$ cat src/rtl/caliptra_fpga_apb_initiator.sv
// rtl/caliptra_fpga_apb_initiator.sv - valid/ready to APB initiator, optional ACCESS timeout (CALIPTRA_FPGA_APB_INIT_TIMEOUT_EN)
module caliptra_fpga_apb_initiator #(
    parameter int ADDR_W         = 32,
    parameter int DATA_W         = 32,
    parameter int USER_W         = 32,
    parameter int TIMEOUT_CYCLES = 256
) (
    input  logic              core_clk,
    input  logic              core_rst,
    input  logic              req_valid,
    output logic              req_ready,
    input  logic              req_write,
    input  logic [ADDR_W-1:0] req_addr,
    input  logic [DATA_W-1:0] req_wdata,
    input  logic [USER_W-1:0] req_user,
    output logic              rsp_valid,
    input  logic              rsp_ready,
    output logic [DATA_W-1:0] rsp_rdata,
    output logic              rsp_err,
    output logic              rsp_timeout,
    output logic [7:0]        err_count,
    output logic [ADDR_W-1:0] PADDR,
    output logic              PSEL,
    output logic              PENABLE,
    output logic              PWRITE,
    output logic [DATA_W-1:0] PWDATA,
    output logic [USER_W-1:0] PAUSER,
    output logic [2:0]        PPROT,
    input  logic [DATA_W-1:0] PRDATA,
    input  logic              PREADY,
    input  logic              PSLVERR
);

    typedef enum logic [1:0] {ST_IDLE, ST_SETUP, ST_ACCESS, ST_RESP} state_t;

    state_t            r_state,       w_state_nxt;
    logic              r_req_ready,   w_req_ready_nxt;
    logic              r_psel,        w_psel_nxt;
    logic              r_penable,     w_penable_nxt;
    logic              r_pwrite,      w_pwrite_nxt;
    logic [ADDR_W-1:0] r_paddr,       w_paddr_nxt;
    logic [DATA_W-1:0] r_pwdata,      w_pwdata_nxt;
    logic [USER_W-1:0] r_pauser,      w_pauser_nxt;
    logic              r_rsp_valid,   w_rsp_valid_nxt;
    logic [DATA_W-1:0] r_rsp_rdata,   w_rsp_rdata_nxt;
    logic              r_rsp_err,     w_rsp_err_nxt;
    logic              r_rsp_timeout, w_rsp_timeout_nxt;
    logic [7:0]        r_err_count,   w_err_count_nxt;
    logic [7:0]        w_err_count_inc;

    assign w_err_count_inc = (r_err_count == 8'hFF) ? r_err_count : r_err_count + 8'd1;

`ifdef CALIPTRA_FPGA_APB_INIT_TIMEOUT_EN
    localparam int CNT_W = $clog2(TIMEOUT_CYCLES + 1);
    localparam logic [CNT_W-1:0] CNT_LAST = CNT_W'(TIMEOUT_CYCLES - 1);
    logic [CNT_W-1:0] r_to_cnt, w_to_cnt_nxt;
`endif

    always_comb begin
        w_state_nxt       = r_state;
        w_req_ready_nxt   = r_req_ready;
        w_psel_nxt        = r_psel;
        w_penable_nxt     = r_penable;
        w_pwrite_nxt      = r_pwrite;
        w_paddr_nxt       = r_paddr;
        w_pwdata_nxt      = r_pwdata;
        w_pauser_nxt      = r_pauser;
        w_rsp_valid_nxt   = r_rsp_valid;
        w_rsp_rdata_nxt   = r_rsp_rdata;
        w_rsp_err_nxt     = r_rsp_err;
        w_rsp_timeout_nxt = r_rsp_timeout;
        w_err_count_nxt   = r_err_count;
`ifdef CALIPTRA_FPGA_APB_INIT_TIMEOUT_EN
        w_to_cnt_nxt      = r_to_cnt;
`endif
        case (r_state)
            ST_IDLE: begin
                // req_ready rises one cycle after reset, then the request is taken only once it is visible
                w_req_ready_nxt = 1'b1;
                if (req_valid && r_req_ready) begin
                    w_pwrite_nxt    = req_write;
                    w_paddr_nxt     = req_addr;
                    w_pwdata_nxt    = req_wdata;
                    w_pauser_nxt    = req_user;
                    w_req_ready_nxt = 1'b0;
                    w_psel_nxt      = 1'b1;
                    w_penable_nxt   = 1'b0;
                    w_state_nxt     = ST_SETUP;
`ifdef CALIPTRA_FPGA_APB_INIT_TIMEOUT_EN
                    w_to_cnt_nxt    = '0;
`endif
                end
            end
            ST_SETUP: begin
                w_penable_nxt = 1'b1;
                w_state_nxt   = ST_ACCESS;
            end
            ST_ACCESS: begin
                if (PREADY) begin
                    w_psel_nxt        = 1'b0;
                    w_penable_nxt     = 1'b0;
                    w_rsp_rdata_nxt   = r_pwrite ? '0 : PRDATA;
                    w_rsp_err_nxt     = PSLVERR;
                    w_rsp_timeout_nxt = 1'b0;
                    w_rsp_valid_nxt   = 1'b1;
                    w_state_nxt       = ST_RESP;
                    if (PSLVERR) w_err_count_nxt = w_err_count_inc;
                end
`ifdef CALIPTRA_FPGA_APB_INIT_TIMEOUT_EN
                else if (r_to_cnt == CNT_LAST) begin
                    w_psel_nxt        = 1'b0;
                    w_penable_nxt     = 1'b0;
                    w_rsp_rdata_nxt   = '0;
                    w_rsp_err_nxt     = 1'b1;
                    w_rsp_timeout_nxt = 1'b1;
                    w_rsp_valid_nxt   = 1'b1;
                    w_state_nxt       = ST_RESP;
                    w_err_count_nxt   = w_err_count_inc;
                end else begin
                    w_to_cnt_nxt = r_to_cnt + 1'b1;
                end
`endif
            end
            ST_RESP: begin
                if (rsp_ready) begin
                    w_rsp_valid_nxt = 1'b0;
                    w_req_ready_nxt = 1'b1;
                    w_state_nxt     = ST_IDLE;
                end
            end
            default: w_state_nxt = ST_IDLE;
        endcase
    end

    always_ff @(posedge core_clk or posedge core_rst) begin
        if (core_rst) begin
            r_state       <= ST_IDLE;
            r_req_ready   <= 1'b0;
            r_psel        <= 1'b0;
            r_penable     <= 1'b0;
            r_pwrite      <= 1'b0;
            r_paddr       <= '0;
            r_pwdata      <= '0;
            r_pauser      <= '0;
            r_rsp_valid   <= 1'b0;
            r_rsp_rdata   <= '0;
            r_rsp_err     <= 1'b0;
            r_rsp_timeout <= 1'b0;
            r_err_count   <= 8'h00;
        end else begin
            r_state       <= w_state_nxt;
            r_req_ready   <= w_req_ready_nxt;
            r_psel        <= w_psel_nxt;
            r_penable     <= w_penable_nxt;
            r_pwrite      <= w_pwrite_nxt;
            r_paddr       <= w_paddr_nxt;
            r_pwdata      <= w_pwdata_nxt;
            r_pauser      <= w_pauser_nxt;
            r_rsp_valid   <= w_rsp_valid_nxt;
            r_rsp_rdata   <= w_rsp_rdata_nxt;
            r_rsp_err     <= w_rsp_err_nxt;
            r_rsp_timeout <= w_rsp_timeout_nxt;
            r_err_count   <= w_err_count_nxt;
        end
    end

`ifdef CALIPTRA_FPGA_APB_INIT_TIMEOUT_EN
    always_ff @(posedge core_clk or posedge core_rst) begin
        if (core_rst) r_to_cnt <= '0;
        else          r_to_cnt <= w_to_cnt_nxt;
    end
    assign rsp_timeout = r_rsp_timeout;
`else
    assign rsp_timeout = 1'b0;
`endif

    assign req_ready = r_req_ready;
    assign rsp_valid = r_rsp_valid;
    assign rsp_rdata = r_rsp_rdata;
    assign rsp_err   = r_rsp_err;
    assign err_count = r_err_count;
    assign PADDR     = r_paddr;
    assign PSEL      = r_psel;
    assign PENABLE   = r_penable;
    assign PWRITE    = r_pwrite;
    assign PWDATA    = r_pwdata;
    assign PAUSER    = r_pauser;
    assign PPROT     = 3'b000;

endmodule

$ cat config.mk
export PLATFORM = sky130hd
export DESIGN_NAME = caliptra_fpga_apb_initiator
export DESIGN_NICKNAME = d
export VERILOG_FILES = /design/src/rtl/caliptra_fpga_apb_initiator.sv
export SDC_FILE = /design/constraint.sdc
export NUM_CORES = 1
export LEC_CHECK = 0
export ABC_AREA = 1
export BUFFER_PORTS_ARGS = -buffer_cell sky130_fd_sc_hd__buf_4
export CAP_MARGIN = 30
export CORE_MARGIN = 3
export CORE_UTILIZATION = 49
export DETAILED_ROUTE_END_ITERATION = 8
export GPL_TIMING_DRIVEN = 0
export PLACE_DENSITY = 0.85
export SYNTH_ARGS = -nofsm -noshare
export SYNTH_HDL_FRONTEND = slang
export SYNTH_SLANG_ARGS = --single-unit
$ cat constraint.sdc
create_clock -name core_clk -period 8.95 [get_ports core_clk]
set_input_delay 1.79 -clock core_clk [delete_from_list [all_inputs] [get_ports core_clk]]
set_output_delay 1.79 -clock core_clk [all_outputs]
set_load 0.005 [all_outputs]
==> flow_summary.ini <==
[cells_and_area]
drive_gt1_share_pct = 54.2
syn2layout_area_growth_pct = 50.0
num_antenna_cells = 0
fin_nets = 899

[worst_hold_path]
min_path_type = reg2reg
hold_start = PENABLE
whs_path_depth = 2
whs_endpoint = PENABLE

[routing]
via_per_inst = 5.06
ant_nets = 0
num_vias = 4604
wl_per_cell_um = 18.5
firstDrtPassIters = 5
drtIter0Drc = 268
drc = 0
wirelength_mm = 16.8

[synth]
ys_ff_latch = 144
ys_types = 22
syn_inst = 460
synth_edf_count = 0
synthArstFlopShare_pct = 100
yosysTopAreaCell = dfrtp_1
synth_top_cell_area_share_pct = 63.1
avgSynthCellArea_um2 = 12.4
netlist_area_um2 = 5710
ys_warn_count = 0
ys_seq_area_share_pct = 63.1
synth_ff_type = dfrtp_1
synthTopCellsByArea = dfrtp_1 63%, mux2_2 18%, nand2_1 7.2%, o21ai_0 3.5%, mux2_4 1.8%

[critical_path]
cpPeakStageDelay_ps = 450
slowest_stage = dfrtp_1
cp-end-kind = primary output
crit_family = flip-flops
worst_r2r_path_depth = 6
r2r_start = r_state[1]
r2r_setup_slack_ps = 7030
cp_num_buf_inv = 1
rr_endpoint = PAUSER[6]
crit_fanout = 7
crit_path_start_kind = flop
crit_chain = buf_4
required_ps = 7160
path_class = reg2out
cp_data_arrival_time_ps = 1040

[timing]
tns_ps = 0
slew_headroom_pct = 64.2
finalClockSkew_ps = 5.48
finalHoldViolations = 0
max_freq_mhz = 354
timing.final.crit_share_pct = 31.6
maxSlewViolCount = 0
rsz0062_at_grt = false
tightest_slew_ps = 537
fin_crit_ps = 2830
setup_violations = 0
whs_ps = 484

[floorplanning]
die_x_um = 114
io_pins = 281
initial_utilization_pct = 51.3
die-area_um2 = 13000
rows = 38
core_area_um2 = 11100
die_h_um = 114

[clock_tree]
cts_tree = done
postCtsHoldBufs = 0
root_buffer = clkbuf_16
clock_sinks = 144
cts_resized = 0
path_clk_slew_ps = 60
insertion_delay_ps = 420
post_cts_buffers = 0
cts_buffer_depth = 2
cts-htree-levels = 4
numCtsBuffers = 17

[run]
maxCapViolCount = 0

[grt]
grt_max_degree = 88
overflow = 0
grt_use_total_pct = 26.3
grt_first_pass_wirelength_mm = 26.0
antenna_found_initial = 0
grt_pass1_vias = 4915

[placed_design]
gp_congestion = 0.805
dp_hpwl_mm = 12.2
io_buffers = 276

[pwr]
pwr_density_cell_nw_per_um2 = 349
power_leakage_uw = 0.00435
ir_worst_vdd_uv = 239

[run_status]
status = finished clean
cells by family after synthesis:
family,Yosys count,synth area share (%)
flops,144,63.1
simple gates,129,8.81
mux,96,19.4
compound gates,44,3.90
buf+inv,38,3.16
fa+ha+maj,5,1.10
xor+xnor,3,0.460
other cells,1,0.0657
how the worst max path moves through the flow:
stage / startpoint / end / slack [ps] / cells past startpoint
finish: err_count[2] / err_count[2] / 6120 / 1
global route: err_count[2] / err_count[2] / 6080 / 1
CTS: err_count[2] / err_count[2] / 6100 / 1
detailed placement: PREADY / rsp_rdata[16] / 5930 / 6
global placement: core_rst / rsp_rdata[2] / 1900 / 2
floorplan: core_rst / PADDR[0] / 3290 / 1
metal layers:
layer / vias up / routed length, um / global-route usage [%]
li1: 2117 / - / -
met1: 2218 / 5930 / 29.0
met2: 221 / 8760 / 45.9
met3: 48 / 1440 / 8.54
met4: 0 / 686 / 12.7
met5: - / 0 / 0
cells in the mapped netlist (5+ instances only):
cell	n
dfrtp_1	144
o21ai_0	40
mux2_2	89
clkbuf_1	6
nor2_1	10
inv_1	14
ha_1	5
mux2_4	7
nand2_1	110
buf_4	5
buf_2	9
nand3_1	6
per-stage QoR:
stage | instance area, um2 | total power [uW] | instances | util [%] | setup slack (ps)
global placement | 7970 | 2240 | 879 | 71.6 | 1900
CTS | 8560 | 3010 | 910 | 77.0 | 6100
global route | 8560 | 3170 | 910 | 77.0 | 6080
floorplan | 5720 | 1620 | 463 | - | 3290
detailed placement | 8000 | 2300 | 880 | 71.9 | 5930
finish | 8560 | 2990 | 910 | 77.0 | 6120
flip-flops by register name, summed over array words and instances (netlist names):
name / count
PWDATA: 32
PENABLE: 1
err_count: 8
rsp_valid: 1
PWRITE: 1
req_ready: 1
PSEL: 1
rsp_rdata: 32
PAUSER: 32
rsp_err: 1
r_state: 2
PADDR: 32
where the power goes:
group,switching (uW),internal (uW)
registers,187,965
clock network,256,428
logic,466,689
total,908,2080
cell usage in the layout (no fill, tap or decap):
| master | instances |
|---|---|
| buf_4 | 281 |
| dfrtp_1 | 144 |
| nand2_1 | 110 |
| mux2_2 | 89 |
| o21ai_0 | 40 |
| clkbuf_16 | 17 |
| inv_1 | 13 |
| clkbuf_1 | 10 |
| nor2_1 | 10 |
| buf_2 | 9 |
| mux2_4 | 7 |
| nand3_1 | 6 |
| ha_1 | 5 |
| conb_1 | 4 |
| buf_1 | 3 |
| a21oi_1 | 3 |
| clkbuf_8 | 3 |
| clkinv_2 | 3 |
| xor2_1 | 2 |
| bufinv_16 | 2 |
| nand3_2 | 1 |
| buf_6 | 1 |
| inv_6 | 1 |
| nand2_2 | 1 |
| o211ai_1 | 1 |
| xnor2_1 | 1 |
| nand4_1 | 1 |
| clkinvlp_4 | 1 |
| buf_16 | 1 |
worst reg2reg max path, cell delays in order, from the launching register on:
cell and delay, ps:
dfrtp_1 400, inv_1 110, ha_1 270, nand3_2 260, buf_4 290, buf_6 170
mux2_4 310
cell type report:
| cell class | instances | area (um2) |
|---|---|---|
| repair buffers | 277 | 2100 |
| plain buffers | 24 | 128 |
| well taps | 140 | 175 |
| multi-input cells | 281 | 1940 |
| inverters | 14 | 57.6 |
| fillers | 702 | 2560 |
| clock buffers | 24 | 482 |
| flip-flops and latches | 144 | 3600 |
| clock inverters | 6 | 82.6 |
(Power assumes the default switching activity.)
